===== src/rtl/periph_rr_arbiter.sv =====
// periph_rr_arbiter: the upstream side grants one peripheral RX FIFO at a time in
// round-robin order. Each grant lasts for at most MAX_BURST words and ends early
// when the granted FIFO runs dry. The downstream side steers host words to a
// peripheral TX FIFO using the top three address bits. Out-of-range addresses are
// accepted and counted as drops.
module periph_rr_arbiter #(
    parameter int NUM_PERIPHS  = 8,
    parameter int PACKET_WIDTH = 32,
    parameter int MAX_BURST    = 16
) (
    input  logic                                     clk,
    input  logic                                     rst,
    input  logic [NUM_PERIPHS-1:0]                   periph_rx_empty,
    input  logic [NUM_PERIPHS-1:0][PACKET_WIDTH-1:0] periph_rx_dout,
    output logic [NUM_PERIPHS-1:0]                   periph_rx_rden,
    output logic [PACKET_WIDTH-1:0]                  up_data,
    output logic                                     up_valid,
    input  logic                                     up_ready,
    input  logic [PACKET_WIDTH-1:0]                  down_data,
    input  logic                                     down_valid,
    output logic                                     down_ready,
    output logic [PACKET_WIDTH-1:0]                  periph_tx_din,
    output logic [NUM_PERIPHS-1:0]                   periph_tx_wren,
    input  logic [NUM_PERIPHS-1:0]                   periph_tx_full,
    output logic [2:0]                               grant_idx,
    output logic                                     busy,
    output logic [15:0]                              drop_count
);

    localparam int               CNT_W    = (MAX_BURST > 1) ? $clog2(MAX_BURST) : 1;
    localparam logic [CNT_W-1:0] LAST_CNT = CNT_W'(MAX_BURST - 1);

    typedef enum logic [0:0] {
        IDLE  = 1'b0,
        BURST = 1'b1
    } state_t;

    state_t            state_q, state_d;
    logic [2:0]        rr_ptr_q, rr_ptr_d;
    logic [2:0]        grant_idx_q, grant_idx_d;
    logic [CNT_W-1:0]  burst_cnt_q, burst_cnt_d;
    logic [15:0]       drop_count_q, drop_count_d;

    logic              found_hi, found_lo, found_any;
    logic [2:0]        idx_hi, idx_lo, pick_idx;
    logic              sel_empty;
    logic [PACKET_WIDTH-1:0] sel_dout;
    logic [2:0]        next_ptr;
    logic              accept;
    logic [2:0]        down_addr;
    logic              addr_ok;

    assign down_addr     = down_data[PACKET_WIDTH-1 -: 3];
    assign addr_ok       = int'(down_addr) < NUM_PERIPHS;
    assign periph_tx_din = down_data;
    assign grant_idx     = grant_idx_q;
    assign busy          = (state_q == BURST);
    assign drop_count    = drop_count_q;
    assign next_ptr      = (int'(grant_idx_q) == NUM_PERIPHS - 1) ? 3'd0 : grant_idx_q + 3'd1;

    // Round-robin pick: the lowest non-empty index at or above rr_ptr wins. Otherwise the lowest one below it wins.
    always_comb begin
        found_hi = 1'b0;
        found_lo = 1'b0;
        idx_hi   = 3'd0;
        idx_lo   = 3'd0;
        for (int i = NUM_PERIPHS - 1; i >= 0; i--) begin
            if (!periph_rx_empty[i]) begin
                if (i >= int'(rr_ptr_q)) begin
                    found_hi = 1'b1;
                    idx_hi   = 3'(i);
                end else begin
                    found_lo = 1'b1;
                    idx_lo   = 3'(i);
                end
            end
        end
        found_any = found_hi | found_lo;
        pick_idx  = found_hi ? idx_hi : idx_lo;
    end

    // Select the FIFO head and the empty flag of the granted peripheral.
    always_comb begin
        sel_empty = 1'b1;
        sel_dout  = '0;
        for (int i = 0; i < NUM_PERIPHS; i++) begin
            if (3'(i) == grant_idx_q) begin
                sel_empty = periph_rx_empty[i];
                sel_dout  = periph_rx_dout[i];
            end
        end
    end

    // Upstream FSM next state and outputs. Handshaking is gated off during reset so that an abandoned burst leaves its word in the FIFO.
    always_comb begin
        state_d        = state_q;
        rr_ptr_d       = rr_ptr_q;
        grant_idx_d    = grant_idx_q;
        burst_cnt_d    = burst_cnt_q;
        up_valid       = 1'b0;
        up_data        = sel_dout;
        periph_rx_rden = '0;
        accept         = 1'b0;
        case (state_q)
            IDLE: begin
                if (found_any) begin
                    grant_idx_d = pick_idx;
                    burst_cnt_d = '0;
                    state_d     = BURST;
                end
            end
            BURST: begin
                up_valid = ~sel_empty & ~rst;
                accept   = up_valid & up_ready;
                for (int i = 0; i < NUM_PERIPHS; i++) begin
                    if (3'(i) == grant_idx_q) begin
                        periph_rx_rden[i] = accept;
                    end
                end
                if (accept) begin
                    burst_cnt_d = burst_cnt_q + CNT_W'(1);
                    if (burst_cnt_q == LAST_CNT) begin
                        state_d  = IDLE;
                        rr_ptr_d = next_ptr;
                    end
                end else if (!up_valid) begin
                    state_d  = IDLE;
                    rr_ptr_d = next_ptr;
                end
            end
            default: state_d = IDLE;
        endcase
    end

    // Downstream steering. In-range addresses respect the target's full flag. Out-of-range words are always taken and counted as drops, with saturation.
    always_comb begin
        down_ready     = 1'b1;
        periph_tx_wren = '0;
        drop_count_d   = drop_count_q;
        if (addr_ok) begin
            for (int i = 0; i < NUM_PERIPHS; i++) begin
                if (3'(i) == down_addr) begin
                    down_ready        = ~periph_tx_full[i];
                    periph_tx_wren[i] = down_valid & ~periph_tx_full[i];
                end
            end
        end else if (down_valid && (drop_count_q != 16'hFFFF)) begin
            drop_count_d = drop_count_q + 16'd1;
        end
    end

    // State registers with synchronous reset.
    always_ff @(posedge clk) begin
        if (rst) begin
            state_q      <= IDLE;
            rr_ptr_q     <= 3'd0;
            grant_idx_q  <= 3'd0;
            burst_cnt_q  <= '0;
            drop_count_q <= 16'd0;
        end else begin
            state_q      <= state_d;
            rr_ptr_q     <= rr_ptr_d;
            grant_idx_q  <= grant_idx_d;
            burst_cnt_q  <= burst_cnt_d;
            drop_count_q <= drop_count_d;
        end
    end

endmodule


===== config.mk =====
export PLATFORM = sky130hd
export DESIGN_NAME = periph_rr_arbiter
export DESIGN_NICKNAME = d
export VERILOG_FILES = /design/src/rtl/periph_rr_arbiter.sv
export SDC_FILE = /design/constraint.sdc
export NUM_CORES = 1
export LEC_CHECK = 0
export BUFFER_PORTS_ARGS = -buffer_cell sky130_fd_sc_hd__buf_2
export CAP_MARGIN = 10
export CORE_AREA = 2 2 161 163
export DETAILED_ROUTE_END_ITERATION = 8
export DIE_AREA = 0 0 163 165
export PLACE_DENSITY = 0.49
export SYNTH_ARGS = -nofsm -noshare
export SYNTH_HDL_FRONTEND = slang
export SYNTH_SLANG_ARGS = --single-unit

===== constraint.sdc =====
create_clock -name clk -period 3.12 [get_ports clk]
set_input_delay 0.624 -clock clk [delete_from_list [all_inputs] [get_ports clk]]
set_output_delay 0.624 -clock clk [all_outputs]
set_load 0.05 [all_outputs]

==> results of run 1 <==
## synthesized netlist by cell type, drive strengths merged (2+ instances only)
master	number	area share
nor4	2	0.0033
a21oi	78	0.10
nand4	4	0.0066
clkbuf	50	0.049
nor3	10	0.013
nor2	21	0.021
nor2b	3	0.0049
o32ai	2	0.0046
nor3b	5	0.0098
nand2b	36	0.059
buf	59	0.11
a22oi	34	0.067
and3	5	0.0082
a211oi	4	0.0092
dfxtp	11	0.058
o31ai	2	0.0075
nand2	113	0.11
inv	13	0.013
a31oi	32	0.054
mux2i	3	0.0079
a21o	2	0.0039
ha	7	0.023
o211ai	3	0.0072
o22ai	4	0.0066
or3	2	0.0046
nand3b	33	0.065
or2	3	0.0049
and2	3	0.0049
o21ai	38	0.050
o221ai	32	0.073
## sequential cells by signal, summed over array words and instances (netlist names)
signal,flops
burst_cnt_q,4
busy,1
grant_idx,3
rr_ptr_q,3
## cell families (layout without fill, tap and decap cells)
logic type,Yosys count,in the layout,synth area share
fa+ha+maj,7,7,0.02294
compound gates,241,241,0.4090
simple gates,244,244,0.3242
xor+xnor,1,1,0.002295
flops,11,11,0.05769
buf+inv,123,377,0.1721
other cells,1,18,0.0009823
mux,4,4,0.01082
## power by group
group	leakage [nW]	internal, W	switching (W)
combinational	2.56	0.000796	0.00138
clock	0.0382	0.000172	0.0000663
sequential	0.0920	0.000156	0.0000353
total	2.69	0.00112	0.00148
## metal layers
layer,vias up,GRT usage
li1,2799,-
met1,2688,0.1908
met2,307,0.2799
met3,28,0.01934
met4,0,0.02776
met5,-,0
## critical path, cell delays in order, from the launching register on
cell and delay (ns):
dfxtp_4 0.37, ha_1 0.25, ha_4 0.19, or2_2 0.28
o32ai_2 0.28, o211ai_2 0.17, and3_4 0.21, and3_2 0.21
clkbuf_4 0.21
## final timing paths
path | start | slack, ns | endpoint | cells after the start
max reg2reg | grant_idx[0]$_SDFFE_PP0P_ | 0.69 | rr_ptr_q[2]$_SDFFE_PP0P_ | 9
min | burst_cnt_q[2]$_SDFFE_PP0P_ | 0.50 | burst_cnt_q[2]$_SDFFE_PP0P_ | 1
min reg2reg | burst_cnt_q[2]$_SDFFE_PP0P_ | 0.50 | burst_cnt_q[2]$_SDFFE_PP0P_ | 1
max | grant_idx[0]$_SDFFE_PP0P_ | 0.09 | periph_rx_rden[4] | 8
## repair_timing
action,4_1_cts,5_1_grt
pin swaps,1,3
resized for setup,9,19
gates cloned,0,2
setup endpoints to repair,37,28
buffers inserted,0,1
## cell type report
class,count,area [um2],area share
antenna,2,5.005,0.0008078
clock buffer,4,78.83,0.01272
inverter,14,65.06,0.01050
multi-input combinational,513,3322,0.5361
sequential,11,231.5,0.03736
tap,330,412.9,0.06664
timing repair buffer,359,2081,0.3358
## per-stage QoR
step	hold slack (ns)	setup TNS, ns	setup WS (ns)	instances	total power (W)
2_1_floorplan	0.4570	-0.2021	-0.05833	647	0.001690
3_3_place_gp	0.4863	0	0.08868	1224	0.002282
3_5_place_dp	0.4971	0	0.07973	1224	0.002285
4_1_cts	0.5032	0	0.002171	1228	0.002545
5_1_grt	0.5287	0	0.001818	1233	0.002764
6_report	0.5005	0	0.08753	1233	0.002603
==> metrics.cfg, run 1 <==
[cts]
cts.sinks=11
cts.hold.buffers_added=0
cts_tree=yes
h-tree-depth=1
cts_buffer_depth=2
cts-root-buf=clkbuf_16
cts_made_buffers=3
cts.clk_slew.worst_paths_ns=0.05
clk_latency_ns=0.24

[synth]
yosysSeqAreaShare=0.05769
ys_ff_latch=11
ys_warn_count=0
synth_edf_count=0
async_flop_share=0
synthFlopType=dfxtp_1
synth.avg_cell_area_um2=6.040
postSynthCellCount=632
netlist_area_um2=3817
synth_cell_types=55

[cells_and_area]
drive_above_1_share=0.4772
fillers=2856
design_area_um2=6196
synthToLayoutAreaGrowth_pct=62.31
layout_commonest_cell=buf_2
nNetsFinal=1217
mostFrequentLayoutCells=buf_2, nand2_1, a21oi_1
fin_util=0.2475

[timing]
slew-limit-headroom=0.6661
finalCriticalPeriod_ns=3.032
setup_viol=0
post-route-period-util=0.9719
slew_violations=0
rsz0062_at_grt=false
fin_skew_ns=0.007104
fmax_mhz=329.8
hold_viol=0
worstMarginPinSlew_ns=0.5008

[die]
start_util=0.1525
row_count=58
die_h_um=165
die_area_um2=26900
io_pins=410
die_x_um=163
core_um2=25040

[grt]
grt_util_all_layers=0.1522
overflow=0
grt_pass1_vias=5523
antenna_found_initial=3
grt_pass1_wl_um=31620
grt_max_degree=54

[worst_setup_path]
crit_path_end_kind=output port
crit_arrival_ns=2.41
criticalPathCategory=register to output port
cp-start-kind=register
cp.required_ns=2.50
worstPathMaxFanout=6

[pwr]
ir_worst_vdd_mv=0.1533
power_density_nw_per_um2=420.2
total_leakage_power_nw=2.693

[place]
place_area_um2=5959
dpl.hpwl_um=18240
gp_congestion=0.8399
numPortBuffers=335

[detailed_routing]
drt_pre_antenna_iters=7
routed.top_layer=met4
drc_errors=0
wire_per_inst_um=19.01
route.met3.wl_um=1704
routed_via_density=4.722
vias=5822
final_antenna_net_count=0
dr_wl_met2_um=11760
routed_wl_um=23440
wl_met1_um=9652
first_iter_violations=448

[status]
status=completed

[run]
max-cap-violations=0

[hold_path]
hold_path_class=register to register

Note: power is estimated with default switching activity, not from simulation.
==> inputs of run 2 (changes only) <==
--- a/config.mk
+++ b/config.mk
@@ -10,7 +10,7 @@
 export CORE_AREA = 2 2 161 163
 export DETAILED_ROUTE_END_ITERATION = 8
 export DIE_AREA = 0 0 163 165
-export PLACE_DENSITY = 0.49
+export PLACE_DENSITY = 0.4
 export SYNTH_ARGS = -nofsm -noshare
 export SYNTH_HDL_FRONTEND = slang
 export SYNTH_SLANG_ARGS = --single-unit
==> run 2 against run 1 <==
Against the previous run: register-to-register slack gained 0.04 ns; combinational power is 5% lower; sequential power about the same; die area unchanged; count of clock-buffer cells in the layout unchanged; via count down 2.1%; worst hold slack lost 0.0086 ns; first-iteration DRC count shrank 40%; largest power group unchanged; highest routed layer unchanged.
==> metrics.cfg, run 2 (synthesis results as in run 1) <==
[cts]
cts_buffer_depth=2  ; unchanged
cts.clk_slew.worst_paths_ns=0.04  ; was 0.05 ns
cts.hold.buffers_added=0  ; unchanged
cts_made_buffers=3  ; unchanged
clk_latency_ns=0.24  ; about the same
cts.sinks=11  ; unchanged
h-tree-depth=1  ; unchanged
cts_tree=yes  ; unchanged
cts-root-buf=clkbuf_16  ; unchanged

[pwr]
power_density_nw_per_um2=410.5  ; was 420.2 nW/um2
ir_worst_vdd_mv=0.1958  ; was 0.1533 mV
total_leakage_power_nw=2.656  ; was 2.693 nW
p_total_w=0.002493  ; was 0.002603 W

[worst_setup_path]
cp_common_cell=and3_2
critPathSlowestCell=dfxtp_4  ; unchanged
max_stage_delay_ns=0.35  ; was 0.37 ns
criticalPathCategory=register to output port  ; unchanged
worstPathMaxFanout=6  ; unchanged
r2r_cells=6  ; was 9
worstPathCellList=ha_1 -> ha_4 -> or2_2 -> o32ai_2 -> o211ai_2 -> and3_2 -> and3_2 -> buf_2  ; was ha_1 -> ha_4 -> or2_2 -> o32ai_2 -> o211ai_2 -> and3_4 -> and3_2 -> clkbuf_4
rr_endpoint=grant_idx[1]$_SDFFE_PP0P_  ; was rr_ptr_q[2]$_SDFFE_PP0P_
crit_arrival_ns=2.41  ; about the same
r2r_start=rr_ptr_q[2]$_SDFFE_PP0P_  ; was grant_idx[0]$_SDFFE_PP0P_
r2r_slack_ns=0.73  ; was 0.69 ns
crit_path_end_kind=output port  ; unchanged
cp.required_ns=2.50  ; about the same
cp-start-kind=register  ; unchanged

[cells_and_area]
largest_reg_flops=4  ; unchanged
mostFrequentLayoutCells=buf_2, nand2_1, a21oi_1  ; unchanged
layout_commonest_cell=buf_2  ; unchanged
nNetsFinal=1218  ; was 1217
drive_above_1_share=0.4756  ; was 0.4772
diodes=0  ; was 2
synthToLayoutAreaGrowth_pct=59.10  ; was 62.31%
regMostFlops=burst_cnt_q  ; unchanged

[timing]
worstMarginPinSlew_ns=0.5244  ; was 0.5008 ns
post-route-period-util=0.9715  ; was 0.9719
setup_ws_ns=0.08890  ; was 0.08753 ns
setup-tns-final_ns=0  ; unchanged
rsz0062_at_grt=true  ; was false
finalCriticalPeriod_ns=3.031  ; was 3.032 ns
setup_viol=0  ; unchanged
slew-limit-headroom=0.6499  ; was 0.6661
fmax_mhz=329.9  ; was 329.8 MHz
hold_viol=0  ; unchanged
slew_violations=0  ; unchanged
fin_skew_ns=0.001007  ; was 0.007104 ns

[grt]
grt_max_degree=37  ; was 54
grt_pass1_wl_um=31560  ; was 31620 um
grt_util_all_layers=0.1526  ; was 0.1522
overflow=0  ; unchanged
grt_pass1_vias=5423  ; was 5523
antenna_found_initial=0  ; was 3

[detailed_routing]
first_iter_violations=268  ; was 448
wire_per_inst_um=18.26  ; was 19.01 um
routed_via_density=4.627  ; was 4.722
drc_errors=0  ; unchanged
final_antenna_net_count=0  ; unchanged
routed_wl_um=22490  ; was 23440 um
drt_pre_antenna_iters=4  ; was 7
vias=5701  ; was 5822

[place]
preCtsSetupSlack_ns=0.2370  ; was 0.07973 ns
dpl.hpwl_um=18420  ; was 18240 um
numPortBuffers=335  ; unchanged
gp_congestion=0.7933  ; was 0.8399

[hold_path]
hold_path_class=register to register  ; unchanged
whs_path_depth=1  ; unchanged
min_from=burst_cnt_q[2]$_SDFFE_PP0P_  ; unchanged
hold_path_end=burst_cnt_q[2]$_SDFFE_PP0P_  ; unchanged

[die]
core_um2=25040  ; unchanged
start_util=0.1525  ; unchanged
die_h_um=165  ; unchanged
row_count=58  ; unchanged
die_area_um2=26900  ; unchanged
io_pins=410  ; unchanged
die_x_um=163  ; unchanged

[status]
status=completed  ; unchanged

[run]
max-cap-violations=0  ; unchanged

## run 2: worst max-delay path by stage
stage | to | from | slack, ns
6_report | periph_rx_rden[7] | grant_idx[0]$_SDFFE_PP0P_ | 0.09
5_1_grt | periph_rx_rden[7] | grant_idx[0]$_SDFFE_PP0P_ | -0.02
4_1_cts | periph_rx_rden[7] | grant_idx[0]$_SDFFE_PP0P_ | 0.04
3_5_place_dp | periph_rx_rden[7] | grant_idx[0]$_SDFFE_PP0P_ | 0.24
3_3_place_gp | periph_rx_rden[4] | grant_idx[0]$_SDFFE_PP0P_ | 0.28
2_1_floorplan | periph_rx_rden[0] | grant_idx[2]$_SDFFE_PP0P_ | -0.06
## run 2: worst max-delay path, delay by kind of cell, from the launching register on
family	cells	cell delay (ns)
and+or+nand+nor	3	0.74
AOI/OAI and AO/OA	2	0.43
adders and majority gates	2	0.43
DFF	1	0.35
buffers and inverters	1	0.20
## run 2: through the flow
step / util / hold WS (ns) / instances / area (um2)
finish: 0.2426 / 0.4919 / 1232 / 6073
global route: 0.2426 / 0.5224 / 1232 / 6073
CTS: 0.2407 / 0.4947 / 1231 / 6026
detailed placement: 0.2372 / 0.4928 / 1227 / 5939
global placement: 0.2372 / 0.4923 / 1227 / 5939
floorplan: - / 0.4570 / 647 / 4172
## run 2: where the power goes
group	total [W]	internal [W]	leakage (nW)	switching (W)
Sequential	0.000189	0.000156	0.0920	0.0000330
Clock	0.000232	0.000171	0.0382	0.0000608
Combinational	0.00207	0.000733	2.53	0.00134
Total	0.00249	0.00106	2.66	0.00143
## run 2: area by class of cell
type,instances,area (um2)
tap,330,412.9
fill,2927,18960
multi-input combinational,513,3298
clock buffer,4,78.83
inverter,14,65.06
sequential,11,231.5
timing repair buffer,360,1987
## run 2: per-layer routing
layer	up-vias	part of all wire	track usage
met5	-	0	0
met4	0	0.019	0.03097
met3	30	0.064	0.02059
met2	243	0.51	0.2843
met1	2639	0.41	0.1864
li1	2789	-	-
## run 2: what timing repair did
action,CTS,global route
endpoints found under the setup margin,3,18
resized for setup,1,12
buffers inserted,0,1
gates cloned,0,0
pin swaps,0,1
==> inputs of run 3 (changes only) <==
--- a/config.mk
+++ b/config.mk
@@ -10,7 +10,7 @@
 export CORE_AREA = 2 2 161 163
 export DETAILED_ROUTE_END_ITERATION = 8
 export DIE_AREA = 0 0 163 165
-export PLACE_DENSITY = 0.4
+export PLACE_DENSITY = 0.39
 export SYNTH_ARGS = -nofsm -noshare
 export SYNTH_HDL_FRONTEND = slang
 export SYNTH_SLANG_ARGS = --single-unit
==> constraint.sdc (replaced) <==
create_clock -name clk -period 3 [get_ports clk]
set_input_delay 0.6 -clock clk [delete_from_list [all_inputs] [get_ports clk]]
set_output_delay 0.6 -clock clk [all_outputs]
set_load 0.05 [all_outputs]
==> run 3 against run 2 <==
Against the previous run: count of clock-buffer cells in the layout did not move; design area rose by 5.8%; first-iteration DRC count rose by 1.1%; register-to-register slack got worse by 0.06 ns; worst hold slack improved by 0.0092 ns; worst setup slack improved by 0.0015 ns; sequential power rose by 5%; clock skew rose by 0.0036 ns; power rose by 10%; critical endpoint is now periph_rx_rden[2]; largest power group unchanged.
==> metrics.cfg, run 3 (synthesis results as in run 1) <==
[cts]
h-tree-depth=1  ; unchanged
clk_latency_ns=0.23  ; was 0.24 ns
cts.clk_slew.worst_paths_ns=0.04  ; about the same
cts.sinks=11  ; unchanged
cts-root-buf=clkbuf_16  ; unchanged
cts.hold.buffers_added=0  ; unchanged
cts_made_buffers=3  ; unchanged
cts_buffer_depth=2  ; unchanged
cts_tree=yes  ; unchanged

[worst_setup_path]
criticalPathCategory=register to output port  ; unchanged
startpoint=grant_idx[0]$_SDFFE_PP0P_  ; unchanged
endpoint=periph_rx_rden[2]  ; was periph_rx_rden[7]
critPathSlowestCell=dfxtp_4  ; unchanged
cp-start-kind=register  ; unchanged
r2r_start=rr_ptr_q[0]$_SDFFE_PP0P_  ; was rr_ptr_q[2]$_SDFFE_PP0P_
max_stage_delay_ns=0.38  ; was 0.35 ns
r2r_cells=6  ; unchanged
worstPathMaxFanout=34  ; was 6
crit_arrival_ns=2.31  ; was 2.41 ns
rr_endpoint=grant_idx[1]$_SDFFE_PP0P_  ; unchanged
crit_path_end_kind=output port  ; unchanged
r2r_slack_ns=0.67  ; was 0.73 ns
cp.required_ns=2.40  ; was 2.50 ns
worstPathCellList=ha_2 -> ha_4 -> buf_12 -> nand3b_1 -> a22oi_2 -> o211ai_2 -> nand4_1 -> buf_4 -> nor3b_4 -> buf_6  ; was ha_1 -> ha_4 -> or2_2 -> o32ai_2 -> o211ai_2 -> and3_2 -> and3_2 -> buf_2

[cells_and_area]
mostFrequentLayoutCells=buf_2, nand2_1, a21oi_1  ; unchanged
diodes=0  ; unchanged
fin_util=0.2566  ; was 0.2426
design_area_um2=6424  ; was 6073 um2
regMostFlops=burst_cnt_q  ; unchanged
drive_above_1_share=0.4967  ; was 0.4756
synthToLayoutAreaGrowth_pct=68.27  ; was 59.10%
layout_commonest_cell=buf_2  ; unchanged
fillers=2888  ; was 2927
nNetsFinal=1224  ; was 1218
largest_reg_flops=4  ; unchanged

[grt]
grt_pass1_vias=5330  ; was 5423
grt_max_degree=49  ; was 37
grt_pass1_wl_um=32350  ; was 31560 um
grt_util_all_layers=0.1579  ; was 0.1526
antenna_found_initial=2  ; was 0
overflow=0  ; unchanged

[hold_path]
whs_path_depth=1  ; unchanged
hold_path_class=register to register  ; unchanged

[place]
numPortBuffers=335  ; unchanged
place_area_um2=6072  ; was 5939 um2
dpl.hpwl_um=18840  ; was 18420 um
gp_congestion=0.8639  ; was 0.7933

[detailed_routing]
routed_via_density=4.594  ; was 4.627
drt_pre_antenna_iters=5  ; was 4
routed_wl_um=23290  ; was 22490 um
wire_per_inst_um=18.81  ; was 18.26 um
drc_errors=0  ; unchanged
wl_met1_um=9527  ; was 9232 um
first_iter_violations=271  ; was 268
final_antenna_net_count=0  ; unchanged
vias=5687  ; was 5701
routed.top_layer=met5  ; was met4
dr_wl_met2_um=11870  ; was 11380 um
route.met3.wl_um=1647  ; was 1445 um

[pwr]
power_density_nw_per_um2=428.2  ; was 410.5 nW/um2
ir_worst_vdd_mv=0.2353  ; was 0.1958 mV
total_leakage_power_nw=2.731  ; was 2.656 nW

[die]
row_count=58  ; unchanged
start_util=0.1525  ; unchanged
io_pins=410  ; unchanged
core_um2=25040  ; unchanged
die_x_um=163  ; unchanged
die_h_um=165  ; unchanged
die_area_um2=26900  ; unchanged

[run]
max-cap-violations=0  ; unchanged

[timing]
hold_viol=0  ; unchanged
rsz0062_at_grt=true  ; unchanged
fin_skew_ns=0.004568  ; was 0.001007 ns
setup_viol=0  ; unchanged
finalCriticalPeriod_ns=2.910
slew_violations=0  ; unchanged
setup-tns-final_ns=0  ; unchanged
fmax_mhz=343.7
hold_slack_ns=0.5011  ; was 0.4919 ns
post-route-period-util=0.9699

[status]
status=completed  ; unchanged

run 3: changes by cell type in the layout (fill, tap and decap cells not counted), sizes merged:
cell,delta
buf,+6
run 3: timing repair:
item	in CTS	in global routing
pin swaps	1	0
setup endpoints to repair	14	36
resized for setup	9	72
buffers inserted	3	0
run 3: critical path, delay by kind of cell (launching register included):
| kind | cells | cell delay (ns) |
|---|---|---|
| buffers and inverters | 3 | 0.56 |
| and+or+nand+nor | 3 | 0.47 |
| adders and majority gates | 2 | 0.40 |
| DFF | 1 | 0.38 |
| AOI/OAI and AO/OA | 2 | 0.26 |
run 3: worst min path at each step:
stage                                     start                          end  slack, ns
finish              burst_cnt_q[2]$_SDFFE_PP0P_  burst_cnt_q[2]$_SDFFE_PP0P_       0.50
global route          grant_idx[0]$_SDFFE_PP0P_    grant_idx[0]$_SDFFE_PP0P_       0.53
CTS                 burst_cnt_q[2]$_SDFFE_PP0P_  burst_cnt_q[2]$_SDFFE_PP0P_       0.50
detailed placement  burst_cnt_q[2]$_SDFFE_PP0P_  burst_cnt_q[2]$_SDFFE_PP0P_       0.49
global placement    burst_cnt_q[2]$_SDFFE_PP0P_  burst_cnt_q[2]$_SDFFE_PP0P_       0.49
floorplan           burst_cnt_q[2]$_SDFFE_PP0P_  burst_cnt_q[2]$_SDFFE_PP0P_       0.46
run 3: routing by layer:
metal / track usage / vias to the layer above
met2: 0.2955 / 240
li1: - / 2806
met1: 0.1922 / 2613
met4: 0.01931 / 4
met3: 0.02863 / 24
met5: 0 / -
run 3: area by class of cell:
type / count / area [um2] / share of cell area
clock buffer: 4 / 78.83 / 0.01227
inverter: 14 / 65.06 / 0.01013
timing repair buffer: 366 / 2126 / 0.3309
sequential: 11 / 231.5 / 0.03603
multi-input combinational: 513 / 3510 / 0.5464
tap: 330 / 412.9 / 0.06428
run 3: power by group:
| group | total [W] | internal, W | switching, W |
|---|---|---|---|
| Sequential | 0.000199 | 0.000162 | 0.0000370 |
| Clock | 0.000241 | 0.000178 | 0.0000624 |
| Combinational | 0.00231 | 0.000865 | 0.00145 |
run 3: metrics by stage:
step                      setup WS [ns]  total power, W  cells
final                           0.09037        0.002750   1238
after global routing           -0.03912        0.002934   1238
after CTS                    -0.0001819        0.002663   1238
after detailed placement         0.1210        0.002404   1231
after global placement           0.1526        0.002420   1231
after floorplan                 -0.1543        0.001824    647
